<file path="src/rtl/instr_fetch_unit.sv">
// rtl/instr_fetch_unit.sv - PC sequencer and prefetch FIFO reading a combinational program ROM
//
// Ports:
//   clk, rst_n              clock (rising edge), asynchronous active-low reset
//   fetch_en                level, 1 = fetching allowed
//   rom_addr / rom_data     ROM word address (pc[17:2]) and same-cycle instruction word
//   instr_valid/instr_ready decode handshake on the FIFO head
//   instr / instr_pc        head instruction word and its byte PC
//   redirect_valid/_pc      branch redirect: flush and restart at redirect_pc (bits [1:0] ignored)
//   halted                  halt detected (only with FETCH_HALT_DETECT_EN, else tied 0)
//
// Optional build macro: FETCH_HALT_DETECT_EN - stop fetching after a BR XZR word is enqueued.
module instr_fetch_unit #(
    parameter int              PC_W     = 64,
    parameter logic [PC_W-1:0] RESET_PC = {PC_W{1'b0}},
    parameter int              DEPTH    = 2
) (
    input  logic            clk,
    input  logic            rst_n,
    input  logic            fetch_en,
    output logic [15:0]     rom_addr,
    input  logic [31:0]     rom_data,
    output logic            instr_valid,
    input  logic            instr_ready,
    output logic [31:0]     instr,
    output logic [PC_W-1:0] instr_pc,
    input  logic            redirect_valid,
    input  logic [PC_W-1:0] redirect_pc,
    output logic            halted
);

    localparam int          AW       = $clog2(DEPTH);
    localparam logic [AW:0] FULL_CNT = (AW + 1)'(DEPTH);

    localparam logic [1:0] S_IDLE = 2'd0;
    localparam logic [1:0] S_RUN  = 2'd1;
`ifdef FETCH_HALT_DETECT_EN
    localparam logic [1:0]  S_HALT    = 2'd2;
    localparam logic [31:0] HALT_WORD = 32'hD600_03E0;
`endif

    logic [1:0]      state_q, state_d;
    logic [PC_W-1:0] pc_q, pc_d;
    logic [AW-1:0]   rd_ptr_q, rd_ptr_d;
    logic [AW-1:0]   wr_ptr_q, wr_ptr_d;
    logic [AW:0]     count_q, count_d;

    // Storage is only ever read through the valid-gated head, so it needs no reset.
    logic [31:0]     fifo_data_q [DEPTH];
    logic [PC_W-1:0] fifo_pc_q   [DEPTH];

    logic push, pop, full, halt_hit;
    logic unused_redirect_lsbs;

    assign unused_redirect_lsbs = ^redirect_pc[1:0];

    assign rom_addr    = pc_q[17:2];
    assign instr_valid = (count_q != '0);
    assign instr       = instr_valid ? fifo_data_q[rd_ptr_q] : 32'h0;
    assign instr_pc    = instr_valid ? fifo_pc_q[rd_ptr_q] : {PC_W{1'b0}};

`ifdef FETCH_HALT_DETECT_EN
    assign halted = (state_q == S_HALT);
`else
    assign halted = 1'b0;
`endif

    always_comb begin
        pop  = instr_valid && instr_ready;
        full = (count_q == FULL_CNT);
        // A full FIFO can still accept a word when the head leaves on the same edge.
        push = (state_q == S_RUN) && (!full || pop) && !redirect_valid;
`ifdef FETCH_HALT_DETECT_EN
        halt_hit = push && (rom_data == HALT_WORD);
`else
        halt_hit = 1'b0;
`endif

        state_d  = state_q;
        pc_d     = pc_q;
        rd_ptr_d = rd_ptr_q;
        wr_ptr_d = wr_ptr_q;
        count_d  = count_q;

        if (redirect_valid) begin
            // Redirect wins over everything: any same-edge pop/push is dropped.
            state_d  = fetch_en ? S_RUN : S_IDLE;
            pc_d     = {redirect_pc[PC_W-1:2], 2'b00};
            rd_ptr_d = '0;
            wr_ptr_d = '0;
            count_d  = '0;
        end else begin
            if (push) begin
                wr_ptr_d = wr_ptr_q + AW'(1);
                pc_d     = pc_q + PC_W'(4);
            end
            if (pop) begin
                rd_ptr_d = rd_ptr_q + AW'(1);
            end
            case ({push, pop})
                2'b10:   count_d = count_q + (AW + 1)'(1);
                2'b01:   count_d = count_q - (AW + 1)'(1);
                default: count_d = count_q;
            endcase

            case (state_q)
                S_IDLE: if (fetch_en) state_d = S_RUN;
                S_RUN: begin
`ifdef FETCH_HALT_DETECT_EN
                    if (halt_hit)      state_d = S_HALT;
                    else if (!fetch_en) state_d = S_IDLE;
`else
                    if (!fetch_en) state_d = S_IDLE;
`endif
                end
                default: state_d = state_q;
            endcase
        end
    end

    always_ff @(posedge clk or negedge rst_n) begin
        if (!rst_n) begin
            state_q  <= S_IDLE;
            pc_q     <= RESET_PC;
            rd_ptr_q <= '0;
            wr_ptr_q <= '0;
            count_q  <= '0;
        end else begin
            state_q  <= state_d;
            pc_q     <= pc_d;
            rd_ptr_q <= rd_ptr_d;
            wr_ptr_q <= wr_ptr_d;
            count_q  <= count_d;
        end
    end

    always_ff @(posedge clk) begin
        if (push) begin
            fifo_data_q[wr_ptr_q] <= rom_data;
            fifo_pc_q[wr_ptr_q]   <= pc_q;
        end
    end

endmodule

</file>
<file path="config.mk">
export PLATFORM = sky130hd
export DESIGN_NAME = instr_fetch_unit
export DESIGN_NICKNAME = d
export VERILOG_FILES = /design/src/rtl/instr_fetch_unit.sv
export SDC_FILE = /design/constraint.sdc
export NUM_CORES = 1
export LEC_CHECK = 0
export ABC_CLOCK_PERIOD_IN_PS = 25200
export BUFFER_PORTS_ARGS = -buffer_cell sky130_fd_sc_hd__buf_2
export CAP_MARGIN = 20
export CORE_AREA = 2 2 127 154
export DETAILED_ROUTE_END_ITERATION = 10
export DIE_AREA = 0 0 129 156
export PLACE_DENSITY = 0.85
export SYNTH_ARGS = -nofsm -noshare
export SYNTH_HDL_FRONTEND = slang
export SYNTH_SLANG_ARGS = --single-unit
</file>
<file path="constraint.sdc">
create_clock -name clk -period 25.2 [get_ports clk]
set_input_delay 6.3 -clock clk [delete_from_list [all_inputs] [get_ports clk]]
set_output_delay 6.3 -clock clk [all_outputs]
set_load 0.02 [all_outputs]
</file>
# After elaboration in Yosys (flattened, before gate mapping)
# Memories as Yosys holds them, arrays and structs flattened.
# Cells that the tools add are included.
[word_totals] ff_bits=70 out_inout_bits=114 mem_bits_rw=192 inputBits=101 n_memories=2 elab_cells=48
[op_classes] n_mux=17 eq_ne=6 addsub=5 n_reduce_logical=13
[mem_list] name="fifo_pc_q" words=2 width=64 read_ports=1 rd_clocked_by_memory_dff=0 wr=1 line="50" source="logic [PC_W-1:0] fifo_pc_q [DEPTH];"
[mem_list] name="fifo_data_q" words=2 width=32 read_ports=1 rd_clocked_by_memory_dff=0 wr=1 line="49" source="logic [31:0] fifo_data_q [DEPTH];"
[ops] op="64-bit two-way mux" count=3
[ops] op="64-bit by 3-bit adder with 64-bit output, second input constant" count=1
[ops] op="32-bit two-way mux" count=1
[ops] op="2-bit two-way mux" count=4
[ops] op="2-bit one-hot mux with 2 select lines" count=2
[ops] op="1-bit two-way mux" count=7
[ops] op="3-bit inequality test, second input constant" count=2
[ops] op="2-bit nonzero test" count=3
[ops] op="3-bit nonzero test" count=2
[ops] op="2-bit by 1-bit equality test with 1-bit output, second input constant" count=2
[ops] op="2-bit equality test, second input constant" count=2
[ops] op="1-bit logical AND" count=3
[ops] op="3-bit AND reduction" count=1
[ops] op="1-bit adder, second input constant" count=2
[ops] op="2-bit by 1-bit adder with 2-bit output, second input constant" count=1
[ops] op="1-bit zero test" count=2
[ops] op="2-bit zero test" count=1
[ops] op="2-bit by 1-bit subtractor with 2-bit output, second input constant" count=1
[ops] op="1-bit logical OR" count=1

# Depth between registers and ports, before layout
[depth] ltp_word=8 mapped_depth=7 mapped_depth_nobuf=6

# Worst setup path before layout
# No wires, ideal clock.
[synth_timing] path_type="input to register" start="input port redirect_valid" end="memory fifo_data_q[1][0], enable pin" n_path_buf=2 cell_stages=3 setup_slack_ps=10970 t_required_ps=24519 setup_time_ps=681 arrival_ps=13549 cell_sequence="clkbuf_1 -> clkbuf_1 -> nor3b_1"
[synth_between] elab_chain_cells=4
[synth_rtl] item="start, declared" line="27" source="input logic redirect_valid,"
[synth_rtl] item="1-bit zero test" line="72" source="push = (state_q == S_RUN) && (!full || pop) && !redirect_valid;"
[synth_rtl] item="1-bit logical AND" line="72"
[synth_rtl] item="1-bit two-way mux" line="138" source="if (push) begin"
[synth_rtl] item="1-bit two-way mux (not written as such)" line="139" source="fifo_data_q[wr_ptr_q] <= rom_data;"
[synth_rtl] item="end, declared" line="49"
# Every way passes these cells.

# Worst setup path after layout
[layout_timing] start="register rd_ptr_q" end="output port instr_pc[51]"
[layout_between] elab_chain_cells=2
[layout_rtl] item="start, declared" line="44" source="logic [AW-1:0] rd_ptr_q, rd_ptr_d;"
[layout_rtl] item="start signal, assigned" line="131" source="rd_ptr_q <= rd_ptr_d;"
[layout_rtl] item="memory 2 x 64 bit"
[layout_rtl] item="64-bit two-way mux" line="60" source="assign instr_pc = instr_valid ? fifo_pc_q[rd_ptr_q] : {PC_W{1'b0}};"
[layout_rtl] item="end, declared" line="26" source="output logic [PC_W-1:0] instr_pc,"
# Every way passes these cells.

==> summary.txt <==
Run status -> finished, final reports clean
Filler cell count -> 1321
Ant diodes -> 0
Die height -> 156 um
Placed insts -> 1301
Worst-Margin Slew -> 1.058 ns
Critical path class -> flip-flop to output port
Post-Syn Area -> 11070 um^2
Cts hold-fix bufs -> 0
Most common cell in the netlist -> edfxtp_1
Area contributors post-synth -> edfxtp_1 (51%), dfrtp_1 (15%), mux2i_1 (8.6%), nor2_1 (4.6%), nand2_1 (2.1%)
Async set-or-reset flop fraction in the synthesized netlist -> 26.27%
Rel. slew slack -> 29.47%
Vias in the first global route -> 7320
Gp weighted congestion -> 0.8936
Clock slew at reported path FFs -> 0.07 ns
Root Buffer -> clkbuf_16
Worst Hold Class -> flip-flop to flip-flop
# Post-CTS Setup Buffers -> 0
Die area -> 20120 um^2
Combinational Power Share -> 10.9%
Required time worst endpoint -> 18.90 ns
Detailed Route Iter0 Violations -> 619
Row count -> 55
Net Sw Power -> 0.2364 mW
Yosys top cell by area -> edfxtp_1
Final antenna-violating net count -> 0
Net Sw Frac -> 24.45%
Core area -> 18650 um^2
Global-route wire length before repair -> 37420 um
Tcrit/Tclk final -> 36.48%
CTS Sinks -> 255
Sequential share of power -> 52.0%
Synth cell types -> 43
Max-capacitance violation count -> 0
Non-filler cells in the finished layout -> 1345
Worst-path maximum fanout -> 62
Largest net degree at the start of global routing -> 82
Final hold violation count -> 0
VDD IR max -> 48.10 uV
Met1 Usage GRT -> 30.57%
Setup tns final -> 0 ns
DRT Pass-1 Iters -> 5
Detailed Place HPWL -> 15740 um
Final WL -> 24190 um
Num CTS Buffers -> 24
Share of post-route cells with drive strength above 1 -> 24.70%
Via count -> 7631
Antenna violations before repair -> 0
Top Ports -> 215
Vias per inst -> 5.674
DIE WIDTH -> 129 um
Met2 GRT Util -> 40.89%
Final Slew Violations -> 0
Final nets -> 1173
Global-route layer with the greatest usage -> met2
Total global-route track usage -> 23.63%
CP Capture Type -> output port
Main synth FF type -> edfxtp_1
Hold WS -> 0.5348 ns
Register Area -> 7326 um^2
Commonest cells in the netlist -> edfxtp_1 (188), nor2_1 (137), mux2i_1 (95)
Multi-input logic area -> 3438 um^2
Leakage -> 4.928 nW
Arrival @ worst endpoint -> 2.89 ns
Power Internal -> 0.7305 mW
CTS resizes -> 0
Mapped Avg Cell Area -> 12.55 um^2
Area growth syn-to-layout -> 17.90%
DRC -> 0
Clk_skew -> 0.01515 ns
RSZ-0062 raised after global routing -> no
Worst setup SP type -> flip-flop
Clk_lat worst skew -> 0.51 ns
Clock power share -> 37.1%
CTS tree -> built
Final setup viols -> 0
Register area share after synthesis -> 66.15%
GR Util met3 -> 3.121%
Achievable clock frequency -> 108.8 MHz
Longest Clk Path Bufs -> 3
Mapped Cells -> 882
Tmin final -> 9.193 ns
Synth Warn # -> 0
Top cell type's share of synthesized area -> 51.00%
GRT Residual Overflow -> 0
I/O Buffers -> 209
Power per Cell Area -> 74.08 nW/um^2
Avg WL per Cell -> 17.99 um
Initial core utilization -> 59.36%
H-tree depth -> 1
EDFF count, synth -> 188
Flops & latches, synth -> 255
-- cell usage in the layout (no fill, tap or decap), types with 3 or more instances in the layout --
cell / instances
clkinv_1: 6
a31oi_1: 23
xor2_1: 19
mux2i_1: 95
o21ai_1: 27
conb_1: 3
buf_4: 13
edfxtp_1: 188
or3_1: 19
buf_2: 209
nand4_1: 32
and3_1: 8
and2_1: 6
inv_1: 8
and4_1: 3
clkinv_2: 3
dfrtp_1: 66
nor3_1: 11
or4_1: 3
clkbuf_16: 25
clkbuf_8: 4
clkbuf_1: 4
xnor2_1: 20
nor4_1: 9
nor2_1: 136
nand2_1: 63
o21ai_0: 32
nand3_1: 20
nand2b_1: 4
-- worst paths after layout --
| path | slack [ns] | start | end | cells past startpoint |
|---|---|---|---|---|
| worst min register to register | 0.53 | pc_q[63] | fifo_pc_q[0][63] | 0 |
| min in group asynchronous | 5.96 | rst_n | pc_q[55] | 2 |
| max in group asynchronous | 18.55 | rst_n | rd_ptr_q | 2 |
| worst max register to register | 22.22 | pc_q[2] | pc_q[54] | 6 |
| worst max-delay path | 16.01 | rd_ptr_q | instr_pc[51] | 4 |
| worst min-delay path | 0.53 | pc_q[63] | fifo_pc_q[0][63] | 0 |
-- final cells by class --
cell class / count / share of cell area (%)
Timing Repair Buffer: 222 / 8.762
Sequential cell: 255 / 56.13
Multi-Input combinational cell: 560 / 26.34
Clock inverter: 11 / 0.7478
Tap cell: 256 / 2.454
Inverter: 8 / 0.2301
Clock buffer: 33 / 5.330
-- flip-flops by register name (all words and copies together) (netlist names) --
| signal | count |
|---|---|
| rd_ptr_q | 1 |
| pc_q | 62 |
| fifo_pc_q | 124 |
| wr_ptr_q | 1 |
| state_q | 1 |
| fifo_data_q | 64 |
| count_q | 2 |
-- critical path: stages (launching register included) --
cell     delay (ns)
dfrtp_4        0.84
buf_4          0.93
mux2i_1        0.31
nor2_1         0.06
buf_2          0.19
-- power by group through the flow --
stage | Combinational (mW) | Sequential, mW | Clock [mW]
after CTS | 0.106 | 0.502 | 0.364
final | 0.105 | 0.503 | 0.359
after global routing | 0.115 | 0.506 | 0.378
after floorplan | 0.0750 | 0.504 | 0
after detailed placement | 0.106 | 0.511 | 0
after global placement | 0.103 | 0.509 | 0
-- through the flow --
| step | cell area [um^2] | setup WS [ns] | utilization (%) | power [mW] |
|---|---|---|---|---|
| 4_1_cts | 13050 | 15.97 | 69.98 | 0.9724 |
| 2_1_floorplan | 11080 | 10.97 | - | 0.5790 |
| 3_5_place_dp | 12260 | 16.47 | 65.73 | 0.6163 |
| 5_1_grt | 13050 | 15.83 | 69.98 | 0.9989 |
| 3_3_place_gp | 12260 | 16.51 | 65.73 | 0.6118 |
| 6_report | 13050 | 16.01 | 69.98 | 0.9669 |
-- logic make-up after synthesis --
kind of cell	synth area share, %
multiplexers	8.794
adder cells (fa/ha/maj)	0.1130
XOR/XNOR	3.086
flip-flops	66.15
buffers and inverters	3.018
AO/OA/AOI/OAI	4.487
other	0.03388
AND/OR/NAND/NOR	14.32
-- layer usage --
metal	part of all wire (%)	vias up
met5	0	-
met4	3.2	0
met3	6.2	70
met2	51	305
met1	40	3672
li1	-	3584
(Power assumes the default switching activity.)
